**config.mk**
```make
export PLATFORM = sky130hd
export DESIGN_NAME = uart_cmd_parser
export DESIGN_NICKNAME = d
export VERILOG_FILES = /design/src/rtl/uart_cmd_parser.sv
export SDC_FILE = /design/constraint.sdc
export NUM_CORES = 1
export LEC_CHECK = 0
export BUFFER_PORTS_ARGS = -buffer_cell sky130_fd_sc_hd__buf_2
export CAP_MARGIN = 20
export CORE_MARGIN = 10
export CORE_UTILIZATION = 40
export DETAILED_ROUTE_END_ITERATION = 7
export HOLD_SLACK_MARGIN = 0.1
export SYNTH_ARGS = -nofsm -noshare
export SYNTH_HDL_FRONTEND = slang
export SYNTH_SLANG_ARGS = --single-unit
```
**constraint.sdc**
```tcl
create_clock -name clk -period 2.93 [get_ports clk]
set_clock_uncertainty 0.05 [all_clocks]
set_input_delay 0.1465 -clock clk [delete_from_list [all_inputs] [get_ports clk]]
set_output_delay 0.1465 -clock clk [all_outputs]
set_load 0.01 [all_outputs]
```
**src/rtl/uart_cmd_parser.sv**
```systemverilog
// rtl/uart_cmd_parser.sv - assembles 6-byte UART command frames into register requests
// Frame: sync, cmd, addr, data-hi, data-lo, XOR checksum of cmd..data-lo.
module uart_cmd_parser #(
  parameter logic [7:0] SYNC_BYTE      = 8'hAA,
  parameter logic [7:0] CMD_WR         = 8'h57,
  parameter logic [7:0] CMD_RD         = 8'h52,
  parameter int         TIMEOUT_CYCLES = 50000,
  parameter int         TO_W           = 16
) (
  input  logic        clk,
  input  logic        rst,
  input  logic [7:0]  byte_in,
  input  logic        byte_rdy,
  output logic        reg_wr_en,
  output logic        reg_rd_en,
  output logic [7:0]  reg_addr,
  output logic [15:0] reg_wdata,
  output logic        frame_err,
  output logic [1:0]  err_code,
  output logic        busy
);

  typedef enum logic [2:0] {IDLE, CMD, ADDR, DHI, DLO, CHK} state_t;

  localparam logic [TO_W-1:0] TO_LAST = TO_W'(TIMEOUT_CYCLES - 1);

  state_t          state, state_n;
  logic [TO_W-1:0] cnt, cnt_n;
  logic [7:0]      xor_r, xor_n;
  logic            is_wr, is_wr_n;
  logic [7:0]      addr_buf, addr_buf_n;
  logic [7:0]      dhi_buf, dhi_buf_n;
  logic [7:0]      dlo_buf, dlo_buf_n;
  logic            wr_n, rd_n, err_n;
  logic [1:0]      code_n;
  logic [7:0]      reg_addr_n;
  logic [15:0]     reg_wdata_n;

  always_ff @(posedge clk or posedge rst) begin
    if (rst) begin
      state     <= IDLE;
      cnt       <= '0;
      xor_r     <= '0;
      is_wr     <= 1'b0;
      addr_buf  <= '0;
      dhi_buf   <= '0;
      dlo_buf   <= '0;
      reg_wr_en <= 1'b0;
      reg_rd_en <= 1'b0;
      frame_err <= 1'b0;
      err_code  <= '0;
      reg_addr  <= '0;
      reg_wdata <= '0;
    end else begin
      state     <= state_n;
      cnt       <= cnt_n;
      xor_r     <= xor_n;
      is_wr     <= is_wr_n;
      addr_buf  <= addr_buf_n;
      dhi_buf   <= dhi_buf_n;
      dlo_buf   <= dlo_buf_n;
      reg_wr_en <= wr_n;
      reg_rd_en <= rd_n;
      frame_err <= err_n;
      err_code  <= code_n;
      reg_addr  <= reg_addr_n;
      reg_wdata <= reg_wdata_n;
    end
  end

  always_comb begin
    state_n     = state;
    cnt_n       = cnt;
    xor_n       = xor_r;
    is_wr_n     = is_wr;
    addr_buf_n  = addr_buf;
    dhi_buf_n   = dhi_buf;
    dlo_buf_n   = dlo_buf;
    wr_n        = 1'b0;
    rd_n        = 1'b0;
    err_n       = 1'b0;
    code_n      = err_code;
    reg_addr_n  = reg_addr;
    reg_wdata_n = reg_wdata;

    if (state != IDLE)
      cnt_n = cnt + 1'b1;

    // An arriving byte always beats a simultaneous timeout.
    if (byte_rdy) begin
      cnt_n = '0;
      case (state)
        IDLE: if (byte_in == SYNC_BYTE) state_n = CMD;
        CMD: begin
          if (byte_in == CMD_WR || byte_in == CMD_RD) begin
            is_wr_n = (byte_in == CMD_WR);
            xor_n   = byte_in;
            state_n = ADDR;
          end else begin
            err_n   = 1'b1;
            code_n  = 2'd1;
            state_n = IDLE;
          end
        end
        ADDR: begin
          addr_buf_n = byte_in;
          xor_n      = xor_r ^ byte_in;
          state_n    = DHI;
        end
        DHI: begin
          dhi_buf_n = byte_in;
          xor_n     = xor_r ^ byte_in;
          state_n   = DLO;
        end
        DLO: begin
          dlo_buf_n = byte_in;
          xor_n     = xor_r ^ byte_in;
          state_n   = CHK;
        end
        CHK: begin
          if (byte_in == xor_r) begin
            reg_addr_n = addr_buf;
            if (is_wr) begin
              reg_wdata_n = {dhi_buf, dlo_buf};
              wr_n        = 1'b1;
            end else begin
              rd_n = 1'b1;
            end
          end else begin
            err_n  = 1'b1;
            code_n = 2'd2;
          end
          state_n = IDLE;
        end
        default: state_n = IDLE;
      endcase
    end else if (state != IDLE && cnt == TO_LAST) begin
      err_n   = 1'b1;
      code_n  = 2'd3;
      cnt_n   = '0;
      state_n = IDLE;
    end
  end

  assign busy = (state != IDLE);

endmodule

```
==> impl_metrics.py <==
metrics = {
    "routing": {
        "wl_per_cell_um": 15.7,
        "first_pass_iters": 4,
        "top_layer": "met4",
        "route.met2.wl_mm": 3.73,
        "routed_via_density": 5.19,
        "vias": 2523,
        "met1_length_mm": 3.59,
        "drc": 0,
        "drtIter0Drc": 121,
        "ant_nets": 0,
        "drt_wl_total_mm": 7.65,
        "dr_wl_met3_um": 248,
    },
    "timing": {
        "slew_violations": 0,
        "fin_crit_ns": 2.14,
        "maxSlewHeadroom": 0.581,
        "max_clock_freq_ghz": 0.468,
        "setup-tns-final_ns": 0,
        "tightest_slew_ns": 0.619,
        "setup_violations": 0,
        "rsz0062_at_grt": "false",
        "hold_viol": 0,
        "post-route-period-util": 0.730,
    },
    "place": {
        "numPortBuffers": 40,
        "post-dp-hpwl_mm": 5.30,
        "post_dp_cell_area_mm2": 0.00401,
        "gp_congestion": 0.806,
    },
    "logic_synthesis": {
        "synth_seq_cells": 81,
        "synthXorXnorAreaFrac": 0.0496,
        "synth_top_family_by_area": "simple AND/OR/NAND/NOR gates",
        "synth_cells": 324,
        "yosysTopAreaCell": "dfrtp_1",
        "synthSimpleGateAreaFrac": 0.176,
        "ys_warn_count": 0,
        "synthMuxAreaShare": 0.132,
        "syn_nets": 336,
        "synthAdderAreaFrac": 0.00337,
        "synth_edf_count": 0,
        "synth-seq-area-share": 0.546,
        "avgSynthCellArea_um2": 11.5,
        "synth_area_mm2": 0.00371,
        "synth.area.top_cells": "dfrtp_1 (55%), mux2_2 (9.1%), nand2_1 (5.2%)",
        "synth_ff_type": "dfrtp_1",
        "synth_top_area_share": 0.546,
        "synth-compound-area-share": 0.0685,
        "async_flop_share": 1.00,
        "synth.distinct_cells": 45,
    },
    "hold_path": {
        "min_path_type": "primary input to flop",
        "min_from": "byte_in[0]",
        "min_path_cells": 2,
        "hold_end": "xor_r[0]",
    },
    "floorplan": {
        "floorplan.rows": 35,
        "die_h_um": 116,
        "die_w_um": 116,
        "start_util": 0.405,
        "design.core.area_mm2": 0.00915,
        "ioPinCount": 41,
        "dieArea_mm2": 0.0135,
    },
    "clock_network": {
        "clk_path_buf_depth": 2,
        "clk_pin_slew_ns": 0.09,
        "cts_buffers": 9,
        "cts_tree": "built",
        "clkLatencyLatePin_ns": 0.35,
        "h-tree-depth": 3,
        "cts_sinks": 81,
        "cts_root_buf": "clkbuf_8",
    },
    "pwr": {
        "comb_power_share": 0.137,
        "power_w": 0.00250,
        "ir_worst_vdd_mv": 0.372,
        "p_sw_w": 0.000708,
        "pwr_density_cell_mw_per_mm2": 583,
        "seq_power_share": 0.536,
        "pwr-share-clk": 0.328,
        "cellLeakagePower_nw": 2.08,
        "p_int_w": 0.00179,
        "sw_frac_of_total": 0.283,
    },
    "finish": {
        "final_nets": 382,
        "fin_area_mm2": 0.00428,
        "area_delta_synth_final_pct": 15.4,
        "n_antenna_cell": 0,
        "drive_above_1_share": 0.280,
        "fillers": 853,
    },
    "worst_setup_path": {
        "timing.rr.end": "xor_r[6]",
        "worstSetupPathType": "flop to flop",
        "cp-end-kind": "flop",
        "crit_fanout": 12,
        "r2r-start": "state[2]",
        "reg2reg_depth": 6,
        "crit_required_ns": 3.15,
        "crit_start": "state[2]",
        "cp.arrival_ns": 2.36,
        "cp-start-kind": "flop",
        "r2r_slack_ns": 0.79,
    },
    "outcome": {
        "status": "finished clean",
    },
    "global_route": {
        "antenna_found_initial": 0,
        "grt_pass1_vias": 2577,
        "grt_overflow": 0,
        "grt_max_degree": 82,
        "grtUsageTotal": 0.119,
        "grt_pass1_wl_mm": 12.7,
    },
    "job": {
        "max_cap_violations": 0,
    },
}
## worst max-delay path, cell delays in order (launching register included)
cell and delay [ns]:
dfrtp_1 0.59, nor4bb_2 0.34, buf_4 0.23, a21o_1 0.28, o21bai_2 0.28, a21oi_1 0.13, a31oi_1 0.15
## cell usage in the layout (no fill, tap or decap), types with 2 or more instances in the layout
cell type / instances
nor4bb_1: 4
nand3_1: 6
a31oi_1: 4
nor2b_1: 3
mux2_2: 30
clkinv_4: 2
clkbuf_8: 9
dfrtp_1: 81
xnor2_1: 7
and3_1: 7
a21oi_1: 10
inv_1: 4
buf_2: 40
clkinvlp_4: 3
nor2_1: 19
nor3_1: 4
nor4_1: 3
o211ai_1: 5
mux2_4: 10
a21o_1: 3
o21ai_0: 9
xor2_1: 14
nand4_1: 6
dlygate4sd3_1: 7
nand2b_1: 2
nand2_1: 51
o41ai_1: 2
nor3_2: 2
nor4b_1: 3
a22o_1: 3
## routing by layer
| layer | vias to the layer above | GRT usage |
|---|---|---|
| met3 | 9 | 0.0349 |
| met5 | - | 0 |
| li1 | 1230 | - |
| met1 | 1255 | 0.148 |
| met2 | 29 | 0.193 |
| met4 | 0 | 0.0400 |
## stage by stage
stage	util	worst slack [ns]	hold slack [ns]	cells
floorplan	-	0.653	0.187	324
global placement	0.438	0.880	0.221	463
detailed placement	0.438	0.828	0.228	463
CTS	0.468	0.804	0.107	486
global route	0.468	0.608	0.124	486
finish	0.468	0.792	0.120	486
## cell families (layout without fill, tap and decap cells)
| kind of cell | count (synthesis) | count (layout) |
|---|---|---|
| AOI/OAI and AO/OA | 40 | 40 |
| buffers and inverters | 19 | 70 |
| xor gates and xnor gates | 21 | 21 |
| DFF | 81 | 81 |
| muxes | 40 | 40 |
| and+or+nand+nor | 122 | 122 |
| adders and majority gates | 1 | 1 |
## sequential cells by signal (all words and copies together), names as in the netlist
name,flops
err_code,2
frame_err,1
reg_rd_en,1
addr_buf,8
dlo_buf,8
reg_wdata,16
xor_r,8
is_wr,1
reg_addr,8
state,3
cnt,16
reg_wr_en,1
dhi_buf,8
## synthesized netlist by cell type, types with 2 or more instances
| cell | count |
|---|---|
| and3_1 | 7 |
| buf_2 | 8 |
| nand2b_1 | 2 |
| a21o_1 | 3 |
| nand2_1 | 51 |
| xnor2_1 | 7 |
| nor4_1 | 3 |
| mux2_2 | 30 |
| o41ai_1 | 2 |
| nand3_1 | 6 |
| nor4bb_1 | 5 |
| xor2_1 | 14 |
| o211ai_1 | 5 |
| dfrtp_1 | 81 |
| nor3_2 | 2 |
| a22o_1 | 3 |
| inv_1 | 5 |
| a21oi_1 | 10 |
| nor3_1 | 4 |
| mux2_4 | 10 |
| o21ai_0 | 9 |
| clkbuf_1 | 4 |
| nor4b_1 | 3 |
| nor2_1 | 19 |
| nand4_1 | 6 |
| a31oi_1 | 4 |
| nor2b_1 | 3 |
## final cells by class
type | instances | area [um2] | area share
Timing Repair Buffer | 49 | 298 | 0.0695
Clock buffer | 9 | 124 | 0.0289
Tap cell | 111 | 139 | 0.0324
Inverter | 5 | 20.0 | 0.00467
Clock inverter | 7 | 78.8 | 0.0184
Multi-Input combinational cell | 224 | 1600 | 0.373
Sequential cell | 81 | 2030 | 0.473
## power groups by stage
stage	registers [W]	logic [W]	clock network [W]
6_report	0.00134	0.000342	0.000819
5_1_grt	0.00136	0.000388	0.000891
4_1_cts	0.00134	0.000348	0.000841
3_5_place_dp	0.00136	0.000341	0
3_3_place_gp	0.00135	0.000329	0
2_1_floorplan	0.00133	0.000271	0
## worst max path at each step
stage / endpoint / slack [ns] / cells past startpoint
after CTS: xor_r[6] / 0.80 / 6
after floorplan: addr_buf[0] / 0.65 / 1
final: xor_r[6] / 0.79 / 6
after detailed placement: xor_r[6] / 0.83 / 6
after global placement: xor_r[1] / 0.88 / 6
after global routing: xor_r[4] / 0.61 / 6
## what timing repair did
item	4_1_cts	5_1_grt
endpoints found under the hold margin	87	0
resized for setup	0	0
buffers inserted	0	0
hold buffers	7	0
endpoints found under the setup margin	0	0
(Power assumes the default switching activity.)
